$ cat config.mk
export PLATFORM = sky130hd
export DESIGN_NAME = floor_wr
export DESIGN_NICKNAME = d
export VERILOG_FILES = /design/src/rtl/floor_wr.sv
export SDC_FILE = /design/constraint.sdc
export NUM_CORES = 1
export LEC_CHECK = 0
export CAP_MARGIN = 5
export CORE_MARGIN = 5
export CORE_UTILIZATION = 56
export CTS_BUF_LIST = sky130_fd_sc_hd__clkbuf_8
export DETAILED_ROUTE_END_ITERATION = 8
export GPL_TIMING_DRIVEN = 1
export PLACE_DENSITY_LB_ADDON = 0.15
export SETUP_SLACK_MARGIN = 0.05
export SLEW_MARGIN = 30
export SYNTH_ARGS = -nofsm -noshare
export SYNTH_HDL_FRONTEND = slang
export SYNTH_SLANG_ARGS = --single-unit
$ cat constraint.sdc
create_clock -name clk -period 8.1 [get_ports clk]
set_clock_uncertainty 0.1 [all_clocks]
set_input_delay 2.43 -clock clk [delete_from_list [all_inputs] [get_ports clk]]
set_output_delay 2.43 -clock clk [all_outputs]
set_load 0.03 [all_outputs]
$ cat src/rtl/floor_wr.sv
// rtl/floor_wr.sv - raster-order rectangle write engine for the 12-bit pixel RAM
// Optional build macro: FLOOR_WR_COLORKEY_EN (12'h0F0 pixels become transparent).
module floor_wr #(
    parameter int DATA_WIDTH = 12,
    parameter int ADDR_WIDTH = 20,
    parameter int STRIDE     = 320,
    parameter int XY_WIDTH   = 10
) (
    input  logic                  clk,
    input  logic                  reset,
    input  logic                  start,
    input  logic [XY_WIDTH-1:0]   x0,
    input  logic [XY_WIDTH-1:0]   y0,
    input  logic [XY_WIDTH-1:0]   w,
    input  logic [XY_WIDTH-1:0]   h,
    input  logic                  s_valid,
    input  logic [DATA_WIDTH-1:0] s_data,
    output logic                  s_ready,
    output logic                  we,
    output logic [ADDR_WIDTH-1:0] waddr,
    output logic [DATA_WIDTH-1:0] wdata,
    output logic                  busy,
    output logic                  done
);

    localparam logic [1:0] S_IDLE = 2'd0;
    localparam logic [1:0] S_LOAD = 2'd1;
    localparam logic [1:0] S_RUN  = 2'd2;
    localparam logic [1:0] S_DONE = 2'd3;

    localparam logic [ADDR_WIDTH-1:0] STRIDE_A = ADDR_WIDTH'(STRIDE);

    logic [1:0]            state_q, state_d;
    logic [XY_WIDTH-1:0]   x0_q, x0_d, y0_q, y0_d, w_q, w_d, h_q, h_d;
    logic [XY_WIDTH-1:0]   col_q, col_d, row_q, row_d;
    logic [ADDR_WIDTH-1:0] row_base_q, row_base_d;
    logic                  we_q, we_d;
    logic [ADDR_WIDTH-1:0] waddr_q, waddr_d;
    logic [DATA_WIDTH-1:0] wdata_q, wdata_d;

    logic [ADDR_WIDTH-1:0] load_base;
    logic                  col_last, row_last, key_hit;

    // The only multiply of a transfer; later rows advance by adding STRIDE.
    assign load_base = ADDR_WIDTH'(y0_q) * STRIDE_A + ADDR_WIDTH'(x0_q);
    assign col_last  = (col_q == w_q - XY_WIDTH'(1));
    assign row_last  = (row_q == h_q - XY_WIDTH'(1));

`ifdef FLOOR_WR_COLORKEY_EN
    assign key_hit = (s_data == DATA_WIDTH'(12'h0F0));
`else
    assign key_hit = 1'b0;
`endif

    always_comb begin
        state_d    = state_q;
        x0_d       = x0_q;
        y0_d       = y0_q;
        w_d        = w_q;
        h_d        = h_q;
        col_d      = col_q;
        row_d      = row_q;
        row_base_d = row_base_q;
        we_d       = 1'b0;
        waddr_d    = waddr_q;
        wdata_d    = wdata_q;
        case (state_q)
            S_IDLE: begin
                if (start) begin
                    x0_d    = x0;
                    y0_d    = y0;
                    w_d     = w;
                    h_d     = h;
                    state_d = S_LOAD;
                end
            end
            S_LOAD: begin
                row_base_d = load_base;
                col_d      = '0;
                row_d      = '0;
                state_d    = (w_q == '0 || h_q == '0) ? S_DONE : S_RUN;
            end
            S_RUN: begin
                if (s_valid) begin
                    // Keyed pixels still consume an address slot.
                    we_d    = ~key_hit;
                    waddr_d = row_base_q + ADDR_WIDTH'(col_q);
                    wdata_d = s_data;
                    if (col_last) begin
                        col_d      = '0;
                        row_d      = row_q + XY_WIDTH'(1);
                        row_base_d = row_base_q + STRIDE_A;
                        if (row_last) begin
                            state_d = S_DONE;
                        end
                    end else begin
                        col_d = col_q + XY_WIDTH'(1);
                    end
                end
            end
            S_DONE: begin
                state_d = S_IDLE;
            end
            default: begin
                state_d = S_IDLE;
            end
        endcase
    end

    always_ff @(posedge clk) begin
        if (reset) begin
            state_q    <= S_IDLE;
            x0_q       <= '0;
            y0_q       <= '0;
            w_q        <= '0;
            h_q        <= '0;
            col_q      <= '0;
            row_q      <= '0;
            row_base_q <= '0;
            we_q       <= 1'b0;
            waddr_q    <= '0;
            wdata_q    <= '0;
        end else begin
            state_q    <= state_d;
            x0_q       <= x0_d;
            y0_q       <= y0_d;
            w_q        <= w_d;
            h_q        <= h_d;
            col_q      <= col_d;
            row_q      <= row_d;
            row_base_q <= row_base_d;
            we_q       <= we_d;
            waddr_q    <= waddr_d;
            wdata_q    <= wdata_d;
        end
    end

    assign s_ready = (state_q == S_RUN);
    assign busy    = (state_q != S_IDLE);
    assign done    = (state_q == S_DONE);
    assign we      = we_q;
    assign waddr   = waddr_q;
    assign wdata   = wdata_q;

endmodule

# ---- After elaboration in Yosys (flattened, before gate mapping)
# Cells that the tools add are included.
dict set report totals {
  in_bits 56
  ff_bits 115
  wordCells 57
  output_inout_bits 36
}
dict set report classes {
  n_bitwise 1
  addsub 7
  n_mul 1
  reduce_logical 12
  n_mux 16
  n_eq_ne 9
}
# operator n
set ops {}
lappend ops {{10-bit two-way mux} 4}
lappend ops {{20-bit two-way mux} 2}
lappend ops {{10-bit case mux with 2 select lines} 2}
lappend ops {{20-bit case mux with 2 select lines} 1}
lappend ops {{10-bit by 1-bit adder with 10-bit output (second input constant)} 2}
lappend ops {{19-bit by 10-bit adder with 20-bit output} 1}
lappend ops {{20-bit by 10-bit adder with 20-bit output} 1}
lappend ops {{20-bit by 9-bit adder with 20-bit output (second input constant)} 1}
lappend ops {{10-bit == test} 2}
lappend ops {{10-bit zero test} 2}
lappend ops {{10-bit by 1-bit subtractor with 10-bit output (second input constant)} 2}
lappend ops {{10-bit by 3-bit multiplier with 13-bit output (second input constant)} 1}
lappend ops {{2-bit two-way mux} 4}
lappend ops {{2-bit case mux with 4 select lines} 1}
lappend ops {{2-bit AND reduction} 3}
lappend ops {{2-bit == test (second input constant)} 2}
lappend ops {{2-bit by 1-bit != test with 1-bit output (second input constant)} 2}
lappend ops {{2-bit != test (second input constant)} 2}
lappend ops {{4-bit AND reduction} 1}
lappend ops {{2-bit nonzero test} 2}
lappend ops {{3-bit AND reduction} 1}
lappend ops {{2-bit by 1-bit == test with 1-bit output (second input constant)} 1}
lappend ops {{2-bit zero test} 1}
lappend ops {{1-bit two-way mux} 2}
lappend ops {{3 further kinds} 3}

# ---- Depth between registers and ports, before layout
# Gate-level depths: netlist of the first run.
dict set report logic_depth {
  word_depth 6
  mapped_depth 12
  depth_no_buf 10
}

# ---- Worst setup path after synthesis of the first run
# OpenSTA, ideal clock, no wires.
dict set report synth_timing {
  kind {input port to flip-flop}
  from {input s_valid}
  to {register row_q[8]}
  arrival_ps 3967
  cell_stages 7
  required_time_ps 7930
  slack_ps 3962
  path_buffers 2
  setup_ps 70
  path_cell_list {and2_1 clkbuf_1 nor2_1 or3_1 clkbuf_2 or4_1 a21oi_1}
}
dict set report synth_via {
  elab_chain_len 2
}
# item line_no
set synth_rtl {}
lappend synth_rtl {{from (decl)} 16} ;# input logic s_valid,
lappend synth_rtl {{2-bit != test (no source line)} n/a}
lappend synth_rtl {{3-bit AND reduction (no source line)} n/a}
lappend synth_rtl {{to (signal assigned)} 130} ;# row_q <= row_d;
lappend synth_rtl {{to (decl)} 35} ;# logic [XY_WIDTH-1:0] col_q, col_d, row_q, row_d;
# No other way between the ends.
# A chain may end at the register's enable or synchronous reset.

# ---- Worst setup path in the final report of the first run
dict set report layout_timing {
  from {input s_valid}
  to {register row_q[9]}
}
# The elaborated chain is that of the path after synthesis.

==> impl_metrics.env, run 1 <==
export IMPL_regArea_um2=2300
export IMPL_synth_most_common_cell="nand2_1"
export IMPL_setup_viol=0
export IMPL_ys_warn_count=0
export IMPL_post_cts_setup_buffers=0
export IMPL_detail_route_antenna_nets=0
export IMPL_finalCriticalPeriod_ps=5000
export IMPL_die_h_um=120
export IMPL_yosysTopAreaCell="dfxtp_1"
export IMPL_syn_avg_cell_area_um2=7.87
export IMPL_vias=6487
export IMPL_fmax_mhz=200
export IMPL_post_cts_resized=0
export IMPL_place_ws_ps=2700
export IMPL_synth_top_area_share_pct=33.7
export IMPL_tns_ps=0
export IMPL_hold_viol=0
export IMPL_fin_crit_sh_pct=61.7
export IMPL_clk_pin_slew_worst_paths_ps=70
export IMPL_drt_initial_drc_count=558
export IMPL_drive_above_1_share_pct=6.25
export IMPL_fp_row_count=40
export IMPL_worstMarginPinSlew_ps=910
export IMPL_final_max_slew_viol_count=0
export IMPL_gp_congestion=0.904
export IMPL_grt_max_degree=105
export IMPL_io_buffers=91
export IMPL_num_antenna_cells=0
export IMPL_ir_worst_vdd_mv=0.161
export IMPL_dp_hpwl_um=12500
export IMPL_netlist_top_cells_area="dfxtp_1, nand2_1, ha_1"
export IMPL_area_delta_synth_final_pct=20.2
export IMPL_power_density_nw_per_um2=255
export IMPL_multiInputGateArea_um2=4240
export IMPL_ys_ff_latch=115
export IMPL_grt_most_used_layer="met2"
export IMPL_syn_nets=967
export IMPL_cts_tree="built"
export IMPL_clkSinkCount=115
export IMPL_grt_pass1_vias=6187
export IMPL_cts_max_level=4
export IMPL_rsz0062_at_grt="false"
export IMPL_ios=92
export IMPL_ys_async_sr_fraction_pct=0
export IMPL_cap_violations=0
export IMPL_grtUsageMet1_pct=29.0
export IMPL_clk_latency_ps=450
export IMPL_p_leak_uw=0.00309
export IMPL_syn_inst=867
export IMPL_cts_root_buf="clkbuf_8"
export IMPL_drc=0
export IMPL_setup_ws_ps=3100
export IMPL_hold_buffers=0
export IMPL_yosysSeqAreaShare_pct=33.7
export IMPL_crit_type="input port to register"
export IMPL_ys_flop_type="dfxtp_1"
export IMPL_fill_cells=1023
export IMPL_initial_utilization_pct=57.0
export IMPL_grt_usage_pct=23.7
export IMPL_crit_path_end_kind="register"
export IMPL_numCtsBuffers=17
export IMPL_status="finished, final reports clean"
export IMPL_crit_path_start_kind="input port"
export IMPL_synth_edf_count=0
export IMPL_wl_um=17200
export IMPL_cp_required_ps=8360
export IMPL_hold_class="register to register"
export IMPL_grt_pass1_wl_um=28500
export IMPL_synthTopCellsByCount="nand2_1, dfxtp_1, a21oi_1"
export IMPL_critPathMaxFanout=42
export IMPL_cp_arrival_ps=5260
export IMPL_dieArea_um2=14500
export IMPL_viasPerCell=5.95
export IMPL_worst_slew_margin_rel_pct=38.9
export IMPL_grt_use_met2_pct=41.2
export IMPL_die_x_um=120
export IMPL_met3_usage_pct=5.29
export IMPL_final_nets=1031
export IMPL_coreArea_um2=12000
export IMPL_cts_buffer_depth=2
export IMPL_wl_per_cell_um=15.7
export IMPL_antenna_found_initial=0
export IMPL_grt_overflow_total=0
export IMPL_netlist_area_um2=6820
export IMPL_ys_types=66
export IMPL_drt_pass1_iter_count=5
[state kept, by name, summed over array words and instances (netlist names)]
register    cells
col_q          10
h_q            10
row_base_q     20
row_q          10
state_q         2
w_q            10
waddr          20
wdata          12
we              1
x0_q           10
y0_q           10
[routing by layer]
| layer | part of all wire, % | vias to the layer above |
|---|---|---|
| met2 | 49 | 191 |
| met5 | 0 | - |
| li1 | - | 3200 |
| met3 | 5.4 | 21 |
| met1 | 44 | 3075 |
| met4 | 1.5 | 0 |
[power by group]
group          internal, uW  switching, uW  total, uW  leakage (uW)
combinational           307            469        776       0.00192
clock                   355            231        586      0.000235
sequential              643           88.6        732      0.000935
[path summary, 6_finish.rpt]
check	startpoint	to	slack, ps	depth (start not counted)
worst max-delay path	s_valid	row_q[9]$_SDFFE_PP0P_	3100	7
worst min-delay path	waddr[3]$_SDFFE_PP0P_	waddr[3]$_SDFFE_PP0P_	350	2
worst max register to register	state_q[0]$_SDFFE_PP0P_	row_q[9]$_SDFFE_PP0P_	4550	9
worst min register to register	waddr[3]$_SDFFE_PP0P_	waddr[3]$_SDFFE_PP0P_	350	2
[final cells by class]
class | instances | share of cell area (%)
inverters | 22 | 1.01
repair buffers | 97 | 11.6
multi-input cells | 678 | 51.7
well taps | 147 | 2.24
clock inverters | 12 | 1.97
clock buffers | 20 | 3.36
flip-flops and latches | 115 | 28.1
[cells by family after synthesis]
logic type / Yosys count / synth area share [%]
AND/OR/NAND/NOR: 361 / 25.8
AO/OA/AOI/OAI: 212 / 19.8
flip-flops: 115 / 33.7
buffers and inverters: 74 / 4.33
XOR/XNOR: 57 / 7.32
adder cells (fa/ha/maj): 44 / 8.40
multiplexers: 4 / 0.587
[worst max-delay path: stages]
cell	delay [ps]
clkdlybuf4s50_1	550
and2_1	150
buf_4	360
nor2_1	250
or3_1	740
or4_1	610
a21oi_1	170
[through the flow]
step                utilization [%]  instance area, um^2  total power, uW  std cells  hold slack (ps)
floorplan                         -                 6820             1300        867              336
global placement               64.8                 7750             1470       1059              341
detailed placement             64.8                 7750             1510       1059              347
CTS                            68.5                 8190             2100       1091              357
global route                   68.6                 8200             2220       1091              382
finish                         68.6                 8200             2090       1091              354
[layout by cell type (no fill, tap or decap), types with 5 or more instances in the layout]
cell type | Yosys | final
nand2_1 | 160 | 159
dfxtp_1 | 115 | 115
a21oi_1 | 94 | 94
clkdlybuf4s50_1 | 0 | 90
nor2_1 | 47 | 47
ha_1 | 41 | 41
xnor2_1 | 34 | 34
nor3_1 | 32 | 31
o21ai_0 | 27 | 27
inv_1 | 22 | 24
xor2_1 | 23 | 23
clkbuf_8 | 0 | 20
a211oi_1 | 17 | 17
nand4_1 | 15 | 15
nand2b_1 | 15 | 15
nand3b_1 | 12 | 12
and3_1 | 11 | 11
nand3_1 | 11 | 11
a21o_1 | 11 | 11
and2_1 | 8 | 8
or2_2 | 8 | 8
nor2b_1 | 7 | 7
or3_1 | 7 | 7
o211ai_1 | 7 | 7
or4_1 | 6 | 6
o31ai_1 | 5 | 5
nor4b_1 | 5 | 5
a311oi_1 | 5 | 5
clkinv_2 | 0 | 5
buf_4 | 0 | 5
Note: power is estimated with default switching activity, not from simulation.
==> inputs of run 2 (changes only) <==
==> constraint.sdc (replaced) <==
create_clock -name clk -period 5 [get_ports clk]
set_clock_uncertainty 0.1 [all_clocks]
set_input_delay 1.5 -clock clk [delete_from_list [all_inputs] [get_ports clk]]
set_output_delay 1.5 -clock clk [all_outputs]
set_load 0.03 [all_outputs]
==> impl_metrics.env, run 2 (same netlist as run 1, synthesis figures left out) <==
export IMPL_viasPerCell=5.80
export IMPL_power_density_nw_per_um2=407
export IMPL_drt_initial_drc_count=393
export IMPL_multiInputGateArea_um2=4240
export IMPL_final_nets=1032
export IMPL_power_total_uw=3330
export IMPL_cts_max_level=4
export IMPL_vias=6333
export IMPL_wl_um=17100
export IMPL_fill_cells=1059
export IMPL_initial_utilization_pct=57.0
export IMPL_tns_ps=0
export IMPL_cts_root_buf="clkbuf_8"
export IMPL_grt_overflow_total=0
export IMPL_hold_buffers=0
export IMPL_worstMarginPinSlew_ps=952
export IMPL_final_max_slew_viol_count=0
export IMPL_grt_pass1_vias=6149
export IMPL_fin_crit_sh_pct=77.1
export IMPL_hold_class="register to register"
export IMPL_setup_ws_ps=1140
export IMPL_critPathMaxFanout=48
export IMPL_cts_tree="built"
export IMPL_die_x_um=120
export IMPL_hold_viol=0
export IMPL_post_cts_setup_buffers=0
export IMPL_fmax_mhz=259
export IMPL_cp_required_ps=3400
export IMPL_crit_type="register to primary output"
export IMPL_post_cts_resized=0
export IMPL_drive_above_1_share_pct=6.36
export IMPL_wl_per_cell_um=15.7
export IMPL_area_delta_synth_final_pct=19.8
export IMPL_clk_pin_slew_worst_paths_ps=70
export IMPL_cp_arrival_ps=2260
export IMPL_die_h_um=120
export IMPL_regArea_um2=2300
export IMPL_numCtsBuffers=17
export IMPL_fp_row_count=40
export IMPL_clk_latency_ps=450
export IMPL_dp_hpwl_um=12600
export IMPL_ios=92
export IMPL_rsz0062_at_grt="false"
export IMPL_final_cell_mix="nand2_1, dfxtp_1, a21oi_1, clkdlybuf4s50_1, nor2_1"
export IMPL_gp_congestion=0.917
export IMPL_setup_viol=0
export IMPL_grt_usage_pct=23.9
export IMPL_antenna_found_initial=0
export IMPL_crit_path_start_kind="register"
export IMPL_cap_violations=0
export IMPL_dieArea_um2=14500
export IMPL_grt_max_degree=105
export IMPL_num_antenna_cells=0
export IMPL_crit_path_end_kind="primary output"
export IMPL_coreArea_um2=12000
export IMPL_status="finished, final reports clean"
export IMPL_worst_slew_margin_rel_pct=36.1
export IMPL_mostFrequentLayoutCell="nand2_1"
export IMPL_p_leak_uw=0.00307
export IMPL_cts_buffer_depth=2
export IMPL_finalCriticalPeriod_ps=3860
export IMPL_clkSinkCount=115
export IMPL_place_ws_ps=937
export IMPL_drc=0
export IMPL_detail_route_antenna_nets=0
export IMPL_ir_worst_vdd_mv=0.259
export IMPL_drt_pass1_iter_count=5
export IMPL_io_buffers=91
export IMPL_grt_pass1_wl_um=28600
[run 2: changes by cell type in the layout (fill, tap and decap cells not counted)]
cell,previous run,this run
bufinv_16,4,3
inv_1,24,23
clkinv_2,5,6
clkinv_4,1,0
clkinvlp_4,0,2
clkbuf_8,20,19
buf_4,5,6
[run 2: layout make-up]
type,count,area share [%]
clock buffers,19,3.20
well taps,147,2.25
clock inverters,12,1.70
repair buffers,98,11.8
multi-input cells,678,51.9
flip-flops and latches,115,28.2
inverters,22,1.01
[run 2: power by group]
group          leakage (uW)  total, uW  switching, uW  internal, uW
clock              0.000208        889            381           508
sequential         0.000935       1180            142          1040
combinational       0.00192       1260            755           502
total               0.00307       3330           1280          2050
[run 2: worst max-delay path, stage by stage (launching register included)]
cell	delay [ps]
dfxtp_1	350
inv_1	130
ha_1	170
buf_4	400
clkdlybuf4s50_1	760
[run 2: final timing paths]
kind	startpoint	cells past startpoint	slack [ps]	to
setup / recovery	state_q[0]$_SDFFE_PP0P_	4	1140	s_ready
hold / removal	waddr[5]$_SDFFE_PP0P_	2	350	waddr[5]$_SDFFE_PP0P_
setup reg to reg	w_q[0]$_SDFFE_PP0P_	9	1540	row_q[8]$_SDFFE_PP0P_
hold reg to reg	waddr[5]$_SDFFE_PP0P_	2	350	waddr[5]$_SDFFE_PP0P_
[run 2: routing by layer]
layer / GRT usage [%] / vias up / share of wire, % / routed length, um
met1: 29.0 / 2960 / 44 / 7520
met2: 41.6 / 154 / 49 / 8450
li1: - / 3194 / - / -
met3: 5.05 / 25 / 4.7 / 801
met5: 0 / - / 0 / 0
met4: 9.07 / 0 / 1.9 / 325
[run 2: stage by stage]
step / cells / cell area (um^2) / hold WS (ps) / utilization, %
final: 1091 / 8170 / 349 / 68.3
after global routing: 1091 / 8170 / 373 / 68.3
after CTS: 1091 / 8160 / 353 / 68.2
after detailed placement: 1060 / 7760 / 343 / 64.9
after global placement: 1060 / 7760 / 340 / 64.9
after floorplan: 867 / 6820 / 336 / -
